==> config.mk <==
export PLATFORM = sky130hd
export DESIGN_NAME = logic_result_stage
export DESIGN_NICKNAME = d
export VERILOG_FILES = /design/src/rtl/logic_result_stage.sv
export SDC_FILE = /design/constraint.sdc
export NUM_CORES = 1
export LEC_CHECK = 0
export CELL_PAD_IN_SITES_DETAIL_PLACEMENT = 1
export CELL_PAD_IN_SITES_GLOBAL_PLACEMENT = 1
export CORE_MARGIN = 3
export CORE_UTILIZATION = 37
export DETAILED_ROUTE_END_ITERATION = 16
export PLACE_DENSITY = 0.79
export REMOVE_ABC_BUFFERS = 1
export SYNTH_ARGS = -nofsm -noshare
export SYNTH_HDL_FRONTEND = slang
export SYNTH_SLANG_ARGS = --single-unit
==> constraint.sdc <==
create_clock -name clk -period 2.7 [get_ports clk]
set_clock_uncertainty 0.15 [all_clocks]
set_input_delay 0.27 -clock clk [delete_from_list [all_inputs] [get_ports clk]]
set_output_delay 0.27 -clock clk [all_outputs]
set_load 0.01 [all_outputs]
==> src/rtl/logic_result_stage.sv <==
// logic_result_stage: registered output stage behind the 32-bit logic unit.
// The stage captures the combinational result and its op tag into a small
// circular FIFO and computes the status flags when it captures them. The
// consumer sees registered head-entry values, so consumer stalls never reach
// back into the logic unit. A wrapping counter of delivered results is kept
// for debug and performance monitoring.
//
// Handshake: a transfer happens on a rising edge where valid and ready are
// both high. Upstream: push = in_valid & in_ready. Downstream:
// pop = out_valid & out_ready. in_ready depends only on registered state.
// out_* hold steady while out_valid=1 and out_ready=0. A producer that sees
// in_ready=0 must hold in_g/in_op until the stage accepts them. Offering data
// while in_ready=0 sets the sticky overflow flag.
module logic_result_stage #(
  parameter int WIDTH = 32,
  parameter int DEPTH = 2,
  parameter int CNT_W = 16
) (
  input  logic             clk,
  input  logic             rst,
  input  logic             in_valid,
  output logic             in_ready,
  input  logic [WIDTH-1:0] in_g,
  input  logic [1:0]       in_op,
  output logic             out_valid,
  input  logic             out_ready,
  output logic [WIDTH-1:0] out_data,
  output logic [1:0]       out_op,
  output logic             out_zero,
  output logic             out_neg,
  output logic             out_parity,
  output logic [CNT_W-1:0] count,
  output logic             overflow
);

  // Pointers carry one extra wrap bit. Equal pointers mean empty. Pointers
  // that differ only in the wrap bit mean full.
  localparam int AW = (DEPTH > 1) ? $clog2(DEPTH) : 1;
  localparam logic [AW:0] DEPTH_OCC = (AW + 1)'(DEPTH);

  logic [WIDTH-1:0] mem_data   [DEPTH];
  logic [1:0]       mem_op     [DEPTH];
  logic             mem_zero   [DEPTH];
  logic             mem_neg    [DEPTH];
  logic             mem_parity [DEPTH];

  logic [AW:0]   wr_ptr;
  logic [AW:0]   rd_ptr;
  logic [AW:0]   occ;
  logic [AW-1:0] wr_idx;
  logic [AW-1:0] rd_idx;
  logic          full;
  logic          empty;
  logic          push;
  logic          pop;

  // Occupancy and handshake qualifiers, derived only from the registered pointers
  always_comb begin
    occ       = wr_ptr - rd_ptr;
    full      = (occ == DEPTH_OCC);
    empty     = (occ == '0);
    wr_idx    = wr_ptr[AW-1:0];
    rd_idx    = rd_ptr[AW-1:0];
    in_ready  = !full;
    out_valid = !empty;
    push      = in_valid && in_ready;
    pop       = out_valid && out_ready;
  end

  // Capture the result with its flags. The flags are computed here, at push time,
  // so that the output side only reads the stored entry.
  always_ff @(posedge clk) begin
    if (push) begin
      mem_data[wr_idx]   <= in_g;
      mem_op[wr_idx]     <= in_op;
      mem_zero[wr_idx]   <= (in_g == '0);
      mem_neg[wr_idx]    <= in_g[WIDTH-1];
      mem_parity[wr_idx] <= ^in_g;
    end
  end

  // Advance the pointers. A full FIFO only pops because in_ready is low that cycle.
  always_ff @(posedge clk or posedge rst) begin
    if (rst) begin
      wr_ptr <= '0;
      rd_ptr <= '0;
    end else begin
      if (push) wr_ptr <= wr_ptr + 1'b1;
      if (pop)  rd_ptr <= rd_ptr + 1'b1;
    end
  end

  // Count delivered results. The counter wraps naturally at 2^CNT_W.
  always_ff @(posedge clk or posedge rst) begin
    if (rst) count <= '0;
    else if (pop) count <= count + 1'b1;
  end

  // Sticky flag for a producer that offers data while the stage is full
  always_ff @(posedge clk or posedge rst) begin
    if (rst) overflow <= 1'b0;
    else if (in_valid && !in_ready) overflow <= 1'b1;
  end

  // Present the head entry. The outputs read zero while empty, so an async
  // reset clears the outputs immediately without having to reset the storage.
  always_comb begin
    out_data   = '0;
    out_op     = '0;
    out_zero   = 1'b0;
    out_neg    = 1'b0;
    out_parity = 1'b0;
    if (!empty) begin
      out_data   = mem_data[rd_idx];
      out_op     = mem_op[rd_idx];
      out_zero   = mem_zero[rd_idx];
      out_neg    = mem_neg[rd_idx];
      out_parity = mem_parity[rd_idx];
    end
  end

endmodule

==> impl_metrics.yaml <==
clock_network:
  cts_num_sinks: 93
  clk_pin_slew_ps: 70
  htreeDepth: 3
  clockRootBuffer: "clkbuf_16"
  cts_hold_buffers: 0
  cts_buffers: 9
  cts_tree: "done"
  cts_buffer_depth: 2
  clk_latency_ps: 330
routing:
  totalWireLength_um: 9730
  post_drt_via_cell_ratio: 4.81
  avgRoutedWirePerCell_um: 17.6
  dr.first_iter.drc_count: 117
  first_pass_iters: 4
  antenna_left: 0
  vias: 2659
  drc: 0
pwr:
  pwr-share-clk_pct: 18.2
  power.switching_uw: 2450
  total_power_uw: 7020
  comb_power_share_pct: 49.4
  intPower_uw: 4570
  swShare_pct: 34.9
  p_leak_uw: 0.00231
  seqPwrFrac_pct: 32.4
  ir_drop_v: 0.000688
  p_per_area_nw_per_um2: 1230
timing:
  rsz0062_at_grt: "no"
  slew_viol_final: 0
  tightest_slew_ps: 966
  relSlewSlack_pct: 35.6
  max_freq_mhz: 387
  finalCriticalPeriod_ps: 2580
  tns_ps: 0
  finalCritPeriodShare_pct: 95.7
  hold_viol: 0
  setup_violations: 0
synthesis:
  seq_area_frac_synth_pct: 64.4
  synth_cell_types: 27
  async_flop_share_pct: 22.6
  netlist_instances: 306
  netlist_area_um2: 4170
  synth_edf_count: 72
  yosysWarningCount: 0
  yosys_register_bits: 93
  ys.flop_type: "edfxtp_1"
  syn_avg_cell_area_um2: 13.6
finish:
  num-nets-final: 463
  synthToLayoutAreaGrowth_pct: 36.4
  layout-drive-gt1-share_pct: 8.96
  final_util_pct: 52.0
  antenna_cells: 0
placed_design:
  post-dp-hpwl_um: 6550
  port_buffers: 93
  routabilityCongestion: 0.727
global_routing:
  grt_usage_pct: 16.0
  grt_pass1_wl_um: 15600
  grt_pass1_vias: 2923
  grt_max_degree: 38
  overflow: 0
  antenna_found_initial: 0
critical_path:
  critPathCapture: "out_neg"
  crit_chain: "xor2_4 -> nor2_4 -> buf_12 -> nor2_1 -> clkdlybuf4s50_1"
  r2r_cells: 3
  crit_slowest_cell: "clkdlybuf4s50_1"
  reg2reg_from: "rd_ptr[1]$_DFFE_PP0P_"
  critPathArrivalTime_ps: 2160
  crit_required_ps: 2280
  critPathMaxStageDelay_ps: 580
  crit_path_end_kind: "output port"
  timing.rr.end: "mem_data[1][16]$_DFFE_PP_"
  path_class: "flop to output port"
  reg2reg_slack_ps: 430
  crit_fanout: 15
  start_kind: "flop"
  startpoint: "rd_ptr[1]$_DFFE_PP0P_"
floorplan:
  fp.dieArea_um2: 12600
  coreArea_um2: 10900
  initial_utilization_pct: 38.1
  ios: 94
  die_h_um: 112
  num_rows: 38
  die_w_um: 112
run_status:
  status: "completed"
flow_run:
  maxCapViolations: 0
hold_path:
  hold_class: "primary input to asynchronous set/reset pin"
[worst min path at each step]
stage,startpoint,to,slack (ps),depth (start not counted)
2_1_floorplan,rst,count[0]$_DFFE_PP0P_,100,1
3_3_place_gp,count[15]$_DFFE_PP0P_,count[15]$_DFFE_PP0P_,310,1
3_5_place_dp,count[15]$_DFFE_PP0P_,count[15]$_DFFE_PP0P_,310,1
4_1_cts,rst,count[15]$_DFFE_PP0P_,300,2
5_1_grt,count[15]$_DFFE_PP0P_,count[15]$_DFFE_PP0P_,360,1
6_report,rst,count[15]$_DFFE_PP0P_,270,2
[registers in the layout, summed over array words and instances, names as in the netlist]
name        count
mem_data       62
count          16
mem_op          4
mem_neg         2
mem_parity      2
mem_zero        2
rd_ptr          2
wr_ptr          2
overflow        1
[routing by layer]
| metal | up-vias | GRT usage [%] | wire (um) |
|---|---|---|---|
| met5 | - | 0 | 0 |
| met1 | 1332 | 20.0 | 4150 |
| met2 | 61 | 27.9 | 5050 |
| met3 | 9 | 2.96 | 386 |
| li1 | 1257 | - | - |
| met4 | 0 | 5.77 | 144 |
[what timing repair did]
action	in CTS	in global routing
setup endpoints to repair	38	23
gates cloned	1	0
resized for setup	3	2
pin swaps	1	1
buffers inserted	2	1
[critical path: cells and delay by family (launching register included)]
kind / cells / cell delay, ps
XOR/XNOR: 1 / 340
buffers and inverters: 2 / 740
flip-flops: 1 / 490
AND/OR/NAND/NOR: 2 / 260
[cell usage in the layout (no fill, tap or decap), types with 2 or more instances in the layout]
cell	netlist	final
xor2_4	0	2
edfxtp_1	72	72
nor2_4	0	3
and4_1	2	2
dfrtp_2	0	2
nor2_1	41	39
ha_1	17	17
dfrtp_1	21	19
xnor2_1	24	24
inv_1	35	35
nand3_1	4	4
nand2_1	9	9
nand4_1	6	6
clkbuf_1	5	2
clkdlybuf4s50_1	0	93
nor3_2	2	2
clkbuf_16	0	11
buf_12	0	3
xor2_1	13	12
buf_4	1	4
mux2i_1	36	36
nor3_1	3	3
[cell families after synthesis]
logic type               count (synthesis)  share of synthesized area [%]
flip-flops                              93                           64.4
adder cells (fa/ha/maj)                 17                           5.10
AO/OA/AOI/OAI                            4                          0.960
AND/OR/NAND/NOR                         72                           8.19
multiplexers                            37                           8.91
buffers and inverters                   45                           4.26
XOR/XNOR                                38                           8.16
[area by class of cell]
class / count / area, um^2
Sequential cell: 93 / 2690
Timing Repair Buffer: 100 / 1020
Inverter: 35 / 131
Tap cell: 140 / 175
Multi-Input combinational cell: 169 / 1360
Clock buffer: 14 / 297
Clock inverter: 2 / 12.5
Fill cell: 1131 / 5250
[power groups by stage]
stage	Sequential (uW)	Combinational, uW	Clock, uW
2_1_floorplan	2360	1450	0
3_3_place_gp	2240	3180	0
3_5_place_dp	2280	3250	0
4_1_cts	2270	3470	1290
5_1_grt	2320	3770	1360
6_report	2270	3470	1280
[synthesized netlist by cell type (all sizes together), types with 4 or more instances]
cell type  instances  area share [%]
edfxtp            72              52
nor2              41             3.7
mux2i             36             8.6
inv               35             3.1
xnor2             24             5.0
dfrtp             21              13
ha                17             5.1
xor2              14             3.1
nand2              9            0.81
nand4              6            0.90
buf                5            0.66
clkbuf             5            0.45
nor3               5            0.84
nand3              4            0.48
[per-stage QoR]
step,hold WS [ps],instances,setup slack [ps],area [um^2]
3_3_place_gp,306,533,217,5290
4_1_cts,302,552,38.0,5660
5_1_grt,358,553,36.5,5690
3_5_place_dp,310,533,129,5290
6_report,272,553,115,5690
2_1_floorplan,96.5,296,-1380,4130
No activity file was read; power rests on OpenSTA's default activity.
